`src/rtl/snn_pkg.sv`:
```
// Shared types and arithmetic for the spiking winner-take-all layer.
package snn_pkg;

  typedef enum logic [1:0] {
    IDLE,
    LEAK,
    ACCUM,
    FIRE
  } state_e;

  localparam int POT_MIN = 0;

  function automatic int pot_max(input int pot_w);
    return (1 << (pot_w - 1)) - 1;
  endfunction

  // Potentials never go negative; below-floor results pin to 0.
  function automatic int sat_add(
    input int v,
    input int w,
    input int hi
  );
    int s;
    s = v + w;
    if (s < POT_MIN) return POT_MIN;
    if (s > hi) return hi;
    return s;
  endfunction

endpackage

```
`src/rtl/lif_unit.sv`:
```
// Leaky integrate-and-fire neuron: potential and refractory counter.
module lif_unit
  import snn_pkg::*;
#(
  parameter int POT_W         = 16,
  parameter int WEIGHT_W      = 4,
  parameter int LEAK_SHIFT    = 4,
  parameter int REFRACT_STEPS = 2
) (
  input  logic                       clk_i,
  input  logic                       rst_ni,
  input  logic                       leak_i,
  input  logic                       acc_i,
  input  logic signed [WEIGHT_W-1:0] weight_i,
  input  logic                       tick_i,
  input  logic                       clear_i,
  input  logic                       load_i,
  output logic [POT_W-1:0]           v_o,
  output logic                       refract_o
);

  localparam int CW =
    REFRACT_STEPS > 0 ? $clog2(REFRACT_STEPS + 1) : 1;
  localparam int VMAX = pot_max(POT_W);

  logic [POT_W-1:0] v_q;
  logic [CW-1:0]    cnt_q;

  assign v_o       = v_q;
  assign refract_o = cnt_q != '0;

  always_ff @(posedge clk_i or negedge rst_ni) begin
    if (!rst_ni) begin
      v_q   <= '0;
      cnt_q <= '0;
    end else begin
      if (leak_i) begin
        v_q <= v_q - (v_q >> LEAK_SHIFT);
      end else if (acc_i && !refract_o) begin
        v_q <= POT_W'(sat_add(int'(v_q), int'(weight_i), VMAX));
      end else if (tick_i && clear_i) begin
        v_q <= '0;
      end
      if (tick_i) begin
        if (load_i) cnt_q <= CW'(REFRACT_STEPS);
        else if (refract_o) cnt_q <= cnt_q - 1'b1;
      end
    end
  end

endmodule

```
`src/rtl/snn_wta_layer.sv`:
```
// Winner-take-all spiking layer: timestep FSM, weight store, arbitration.
module snn_wta_layer
  import snn_pkg::*;
#(
  parameter int NUM_INPUTS    = 4,
  parameter int NUM_NODES     = 4,
  parameter int WEIGHT_W      = 4,
  parameter int POT_W         = 16,
  parameter int THRESHOLD     = 12000,
  parameter int LEAK_SHIFT    = 4,
  parameter int REFRACT_STEPS = 2,
  localparam int NW = NUM_NODES > 1 ? $clog2(NUM_NODES) : 1,
  localparam int IW = NUM_INPUTS > 1 ? $clog2(NUM_INPUTS) : 1
) (
  input  logic                  clk_i,
  input  logic                  rst_ni,
  input  logic                  step_i,
  input  logic [NUM_INPUTS-1:0] spikes_i,
  input  logic                  wr_valid_i,
  output logic                  wr_ready_o,
  input  logic [NW-1:0]         wr_node_i,
  input  logic [IW-1:0]         wr_input_i,
  input  logic [WEIGHT_W-1:0]   wr_weight_i,
  output logic                  busy_o,
  output logic                  done_o,
  output logic                  spike_o,
  output logic [NW-1:0]         winner_o,
  output logic                  overrun_o
);

  state_e                  state_q;
  logic [NUM_INPUTS-1:0]   spk_q;
  logic [IW-1:0]           idx_q;
  logic [NW-1:0]           winner_q;
  logic                    overrun_q;
  logic signed [WEIGHT_W-1:0] w_q [NUM_NODES][NUM_INPUTS];

  logic [POT_W-1:0]     v [NUM_NODES];
  logic [NUM_NODES-1:0] refr;
  logic                 has_win;
  logic [NW-1:0]        win_idx;
  logic [POT_W-1:0]     best;
  logic                 leak, acc, tick, wr_go;

  assign leak = state_q == LEAK;
  assign acc  = (state_q == ACCUM) && spk_q[idx_q];
  assign tick = state_q == FIRE;

  assign busy_o     = state_q != IDLE;
  assign wr_ready_o = state_q == IDLE;
  assign done_o     = tick;
  assign spike_o    = tick && has_win;
  assign winner_o   = spike_o ? win_idx : winner_q;
  assign overrun_o  = overrun_q;

  assign wr_go = wr_valid_i && wr_ready_o
              && int'(wr_node_i) < NUM_NODES
              && int'(wr_input_i) < NUM_INPUTS;

  for (genvar n = 0; n < NUM_NODES; n++) begin : g_node
    lif_unit #(
      .POT_W        (POT_W),
      .WEIGHT_W     (WEIGHT_W),
      .LEAK_SHIFT   (LEAK_SHIFT),
      .REFRACT_STEPS(REFRACT_STEPS)
    ) u_lif (
      .clk_i    (clk_i),
      .rst_ni   (rst_ni),
      .leak_i   (leak),
      .acc_i    (acc),
      .weight_i (w_q[n][idx_q]),
      .tick_i   (tick),
      .clear_i  (has_win),
      .load_i   (has_win && win_idx == NW'(n)),
      .v_o      (v[n]),
      .refract_o(refr[n])
    );
  end

  // Strict compare keeps the lowest index on ties.
  always_comb begin
    has_win = 1'b0;
    win_idx = '0;
    best    = '0;
    for (int n = 0; n < NUM_NODES; n++) begin
      if (!refr[n] && int'(v[n]) >= THRESHOLD
          && (!has_win || v[n] > best)) begin
        has_win = 1'b1;
        win_idx = NW'(n);
        best    = v[n];
      end
    end
  end

  always_ff @(posedge clk_i or negedge rst_ni) begin
    if (!rst_ni) begin
      for (int n = 0; n < NUM_NODES; n++)
        for (int i = 0; i < NUM_INPUTS; i++)
          w_q[n][i] <= '0;
    end else if (wr_go) begin
      w_q[wr_node_i][wr_input_i] <= wr_weight_i;
    end
  end

  always_ff @(posedge clk_i or negedge rst_ni) begin
    if (!rst_ni) begin
      state_q   <= IDLE;
      spk_q     <= '0;
      idx_q     <= '0;
      winner_q  <= '0;
      overrun_q <= 1'b0;
    end else begin
      if (step_i && state_q != IDLE) overrun_q <= 1'b1;
      unique case (state_q)
        IDLE: begin
          if (step_i) begin
            spk_q   <= spikes_i;
            state_q <= LEAK;
          end
        end
        LEAK: begin
          idx_q   <= '0;
          state_q <= ACCUM;
        end
        ACCUM: begin
          if (idx_q == IW'(NUM_INPUTS - 1)) state_q <= FIRE;
          else idx_q <= idx_q + 1'b1;
        end
        FIRE: begin
          if (has_win) winner_q <= win_idx;
          state_q <= IDLE;
        end
      endcase
    end
  end

endmodule

```
`config.mk`:
```
export PLATFORM = sky130hd
export DESIGN_NAME = snn_wta_layer
export DESIGN_NICKNAME = d
export VERILOG_FILES = /design/src/rtl/snn_pkg.sv /design/src/rtl/lif_unit.sv /design/src/rtl/snn_wta_layer.sv
export SDC_FILE = /design/constraint.sdc
export NUM_CORES = 1
export LEC_CHECK = 0
export BUFFER_PORTS_ARGS = -buffer_cell sky130_fd_sc_hd__buf_2
export CORE_MARGIN = 3
export CORE_UTILIZATION = 33
export DETAILED_ROUTE_END_ITERATION = 8
export GPL_TIMING_DRIVEN = 0
export HOLD_SLACK_MARGIN = 0.15
export PLACE_DENSITY_LB_ADDON = 0.05
export SLEW_MARGIN = 10
export SYNTH_ARGS = -nofsm -noshare
export SYNTH_HDL_FRONTEND = slang
export SYNTH_HIERARCHICAL = 1
export SYNTH_SLANG_ARGS = --single-unit
```
`constraint.sdc`:
```
create_clock -name clk_i -period 15.91 [get_ports clk_i]
set_input_delay 3.182 -clock clk_i [delete_from_list [all_inputs] [get_ports clk_i]]
set_output_delay 3.182 -clock clk_i [all_outputs]
set_load 0.03 [all_outputs]
```
Word-level counts from Yosys, hierarchy flattened

Index checks and enable logic that the tools add are counted.
W data, S select, Z words.

Bits in registers: 147
Input bits: 16
Output and inout bits: 7

$add $sub $neg: 13
Magnitude comparators: 21
Equality and inequality tests: 10
Multiplexer cells: 92
Bitwise gates (word level): 3
Reduce and logical (&&, ||, !) cells: 55

Operators with widths:

| kind                   | count |
|---|---|
| $mux W16               | 21 |
| $add A17 B4 Y18        | 4 |
| $gt A18 B16 Y1 const B | 4 |
| $lt A18 B1 Y1 const B  | 4 |
| $bwmux W64             | 1 |
| $ge A16 B14 Y1 const B | 4 |
| $sub A16 B12 Y16       | 4 |
| $mux W15               | 4 |
| $gt A16 B16 Y1         | 3 |
| $mux W4                | 9 |
| $mux W1                | 34 |
| $bmux W4 S2            | 4 |
| $demux W16 S2          | 1 |
| $mux W2                | 14 |
| $logic_and A1 B1 Y1    | 21 |
| $reduce_bool A2 Y1     | 10 |
| $reduce_and A2 Y1      | 8 |
| $reduce_bool A3 Y1     | 4 |
| $eq A2 B2 Y1 const B   | 5 |
| $ge A3 B3 Y1 const B   | 3 |
| $not A2 Y3             | 3 |
| $demux W4 S2           | 1 |
| $pmux W2 S4            | 1 |
| $sub A2 B1 Y2 const B  | 4 |
| other kinds (11)       | 23 |

Longest topological paths before layout

Depth in word-level cells: 20
Gate-level depth with buffers: 38
Depth with buffers taken out: 32

By module

The synthesis kept the hierarchy.

Modules (own cells, without submodules):

| module                         | instances | cells an instance | area an instance (um^2) |
|---|---|---|---|
| lif_unit (g_node[0].u_lif ...) | 3         | 288               | 2374.8 |
| snn_wta_layer                  | 1         | 458               | 5127.4 |
| lif_unit (g_node[1].u_lif)     | 1         | 275               | 2260.9 |

Worst setup path after synthesis

OpenSTA, ideal clock, no wires.

Kind: register to output
Start point: register g_node[0].u_lif.cnt_q[0]
End point: output port winner_o[0]
Data arrival time: 7.170 ns
Data required time: 12.728 ns
Setup slack: 5.558 ns
Stages on the path, launching flop included: 35
Buffers on the path: 6
Path through: dfrtp_1 inv_1 ha_1 inv_1 inv_1 nand3_1 o22ai_1 clkbuf_1 clkbuf_1 clkbuf_1 nand2_1 ha_1 nand4_1 a2111o_1 a31o_1 or2_1 buf_6 buf_8 a32o_2 inv_1 ha_1 a21o_1 nand3_1 a211oi_1 or4b_1 a21oi_2 buf_4 mux2i_1 ha_1 nand4_1 nor3_1 nand2_1 o211ai_1 a21boi_0 a31oi_1

Word-level cells in the longest chain between the ends: 18
Elaborated cells between the ends (all ways): 27
Classes of those cells: 3 x order compare; 11 x mux; 13 x reduce/logical

RTL lines:

| what                                               | RTL line            | RTL |
|---|---|---|
| from (decl)                                        | lif_unit.sv:27      | `logic [CW-1:0] cnt_q;` |
| from (signal assigned)                             | lif_unit.sv:45      | `if (load_i) cnt_q <= CW'(REFRACT_STEPS);` |
| from (signal assigned)                             | lif_unit.sv:46      | `else if (refract_o) cnt_q <= cnt_q - 1'b1;` |
| $reduce_bool A2 Y1 *                               | lif_unit.sv:30      | `assign refract_o = cnt_q != '0;` |
| named net refr[0]                                  | snn_wta_layer.sv:39 | `logic [NUM_NODES-1:0] refr;` |
| $logic_not A1 Y1 *                                 | snn_wta_layer.sv:86 | `if (!refr[n] && int'(v[n]) >= THRESHOLD` |
| $logic_and A1 B1 Y1 *                              | snn_wta_layer.sv:86 |  |
| $mux W16 or $mux W1 (tied branches)                | snn_wta_layer.sv:86 |  |
| $gt A16 B16 Y1 or $logic_not A1 Y1 (tied branches) | snn_wta_layer.sv:87 | `&& (!has_win \|\| v[n] > best)) begin` |
| $logic_or A1 B1 Y1                                 | snn_wta_layer.sv:87 |  |
| $logic_and A1 B1 Y1                                | snn_wta_layer.sv:87 |  |
| (+3 left out)                                      | n/a                 |  |
| $logic_and A1 B1 Y1                                | snn_wta_layer.sv:87 |  |
| $mux W16 or $mux W1 (tied branches)                | snn_wta_layer.sv:86 |  |
| $gt A16 B16 Y1 or $logic_not A1 Y1 (tied branches) | snn_wta_layer.sv:87 |  |
| $logic_or A1 B1 Y1                                 | snn_wta_layer.sv:87 |  |
| $logic_and A1 B1 Y1                                | snn_wta_layer.sv:87 |  |
| $mux W1                                            | snn_wta_layer.sv:86 |  |
| $logic_and A1 B1 Y1                                | snn_wta_layer.sv:52 | `assign spike_o = tick && has_win;` |
| $mux W2 *                                          | snn_wta_layer.sv:53 | `assign winner_o = spike_o ? win_idx : winner_q;` |
| to (decl)                                          | snn_wta_layer.sv:27 | `output logic [NW-1:0] winner_o,` |

Mark *: on every way through the listed nets, which the timed path passes. The rest lies on a longest branch.

Worst setup path in the final report

Start point: register g_node[0].u_lif.cnt_q[0]
End point: output port winner_o[1]

The elaborated chain is that of the path after synthesis.

==> out/results.txt <==
Io pins: 23
Yosys reg bits: 147
Max Cap Viol: 0
Top post-synthesis cells by area: dfrtp_1 (25%), ha_1 (15%), mux2_2 (5.5%)
Wire per inst: 19.21 um
CTS Hold Bufs: 0
PnR worst setup slack: 3386 ps
Fin crit share: 0.7872
Yosys top cell area share: 0.2535
Least-Margin Pin Slew: 1201 ps
Post-cts sizing count: 0
Place WS: 3989 ps
TritonCTS clock tree: done
Vias in the first global route: 12220
Post-CTS Setup Inserts: 0
Layout cells sized above 1: 0.1423
Filler cell count: 4431
Detailed Place HPWL: 33.36 mm
Max Transition Viols Final: 0
Die footprint: 0.04653 mm^2
Skew-Pair Late Insertion Delay: 450 ps
Chip Width: 215.7 um
Detail Route Antenna Nets: 0
Status: finished, final reports clean
Crit path max-delay family: compound AO/OA/AOI/OAI gates
Via Count: 12330
Final wirelength: 42.99 mm
Utilization after layout: 0.3696
Cell count after synthesis: 1597
H-Tree Depth: 4
DRC viols: 0
Setup Crit Path Kind: register to primary output
Synth area leader: dfrtp_1
Clk root buf: clkbuf_16
CTS clock-pin slew for the worst setup and hold paths: 70 ps
Startpoint class of the critical path: register
Std-Cell Core Area: 0.04327 mm^2
Avg Vias per Cell: 5.511
Worst clock skew: 10.58 ps
Cell Area, Synth: 0.01451 mm^2
Max clock buf depth: 2
Crit path capture type: primary output
Area growth, synth to finish: 10.18%
Syn Area/Cell: 9.087 um^2
Initial Util: 0.3354
IO Port Bufs: 22
Hold WC Path Type: register to register
Sink Count: 147
CTS Buf Count: 17
Worst Path Arrival: 9340 ps
Crit path largest cell delay: 540 ps
Global-route wire length before repair: 69.01 mm
Peak Freq: 79.85 MHz
Final setup vio count: 0
Starting DRC count in detailed routing: 595
Top cells by count, synth: ha_1 (173), dfrtp_1 (147), nand2_1 (120)
Cell with the most instances after synthesis: ha_1
Fin nets: 1836
Relative slew slack: 0.1919
GPL Wtd Cong: 0.8237
Top_reg_cell synth: dfrtp_1
Yosys cell types: 93
YS warnings: 6
Initial antenna violation count: 0
Critical Path RT: 12730 ps
WP buf/inv: 10
Gr usage total: 0.1857
Setup TNS: 0 ps
Min Tclk post-route: 12520 ps
Grt total ovfl: 0
Slowest-stage cell, CP: or4b_1
Post-synth EDFFs: 0
Worst-path fanout max: 10
RSZ-0062 raised after global routing: no
Ys async rst share: 1.000
Fin. Hold Viols: 0
Largest net degree at the start of global routing: 101
Drt first pass iters: 7
Sequential area share after synthesis: 0.2535
Cell Rows: 76
Syn nets: 1794
Die Ht: 215.7 um
## cell type report
type	count	area [um^2]	area share
clock buffers	18	429.2	0.02684
repair buffers	23	147.6	0.009233
plain buffers	40	217.7	0.01362
flip-flops and latches	147	3679	0.2300
clock inverters	14	163.9	0.01025
well taps	585	732.0	0.04577
diodes	1	2.502	0.0001565
multi-input cells	1287	10160	0.6352
inverters	123	461.7	0.02887
## sequential cells by signal (all words and copies together) (netlist names)
| signal | cells |
|---|---|
| g_node.u_lif/v_o | 64 |
| w_q | 64 |
| g_node.u_lif/cnt_q | 8 |
| spk_q | 4 |
| idx_q | 2 |
| state_q | 2 |
| winner_q | 2 |
| overrun_o | 1 |
## layer usage
metal | routed length, um | global-route usage
met1 | 21560 | 0.2639
met2 | 19810 | 0.3034
met3 | 1084 | 0.02098
met4 | 529 | 0.04318
met5 | 0 | 0
## cells by family (layout without fill, tap and decap cells)
| logic type | after synthesis | in the layout | share of synthesized area |
|---|---|---|---|
| AO/OA/AOI/OAI | 512 | 512 | 0.2505 |
| XOR/XNOR | 72 | 72 | 0.04500 |
| adder cells (fa/ha/maj) | 181 | 181 | 0.1602 |
| buffers and inverters | 163 | 218 | 0.04681 |
| flip-flops | 147 | 147 | 0.2535 |
| multiplexers | 112 | 112 | 0.09837 |
| other | 0 | 1 | 0 |
| AND/OR/NAND/NOR | 410 | 410 | 0.1457 |
## final timing paths
kind	startpoint	to	slack (ps)	cells past startpoint
setup / recovery	g_node[0].u_lif/cnt_q[0]	winner_o[1]	3390	34
max in group asynchronous	rst_ni	w_q[57]	12420	2
min in group asynchronous	rst_ni	g_node[3].u_lif/v_o[10]	2620	1
setup reg to reg	g_node[0].u_lif/cnt_q[0]	g_node[1].u_lif/cnt_q[0]	6870	35
hold reg to reg	overrun_o	overrun_o	460	1
hold / removal	overrun_o	overrun_o	460	1
## layout by cell type, fill, tap and decap left out, drive strengths merged, types with 8 or more instances in the layout
cell / instances
a211oi: 12
a21o: 48
a21oi: 102
a22oi: 17
a31oi: 28
a32o: 9
a32oi: 10
and2: 11
and3: 13
buf: 42
clkbuf: 39
dfrtp: 147
fa: 8
ha: 173
inv: 128
mux2: 72
mux2i: 23
mux4: 17
nand2: 123
nand2b: 15
nand3: 32
nand4: 30
nor2: 88
nor2b: 18
nor3: 32
nor4: 12
o211ai: 30
o21a: 34
o21ai: 117
o221ai: 15
o22ai: 8
o311ai: 10
o31a: 12
or3: 10
xnor2: 46
xor2: 26
## per-stage QoR
| step | std cells | cell area (um^2) | hold slack, ps |
|---|---|---|---|
| after floorplan | 1597 | 14510 | 473.8 |
| after CTS | 2237 | 15990 | 466.4 |
| after global placement | 2204 | 15350 | 438.8 |
| after global routing | 2237 | 15990 | 495.8 |
| final | 2238 | 15990 | 458.4 |
| after detailed placement | 2205 | 15390 | 443.5 |
## worst register-to-register path, delay by kind of cell, from the launching register on
kind / cells / cell delay, ps
simple gates: 6 / 1140
compound gates: 15 / 3380
buf+inv: 9 / 2370
mux: 1 / 400
flops: 1 / 380
fa+ha+maj: 4 / 1220
Power is not shown: default switching activity piles up to over one toggle a cycle in this logic, so the estimate is an artifact.
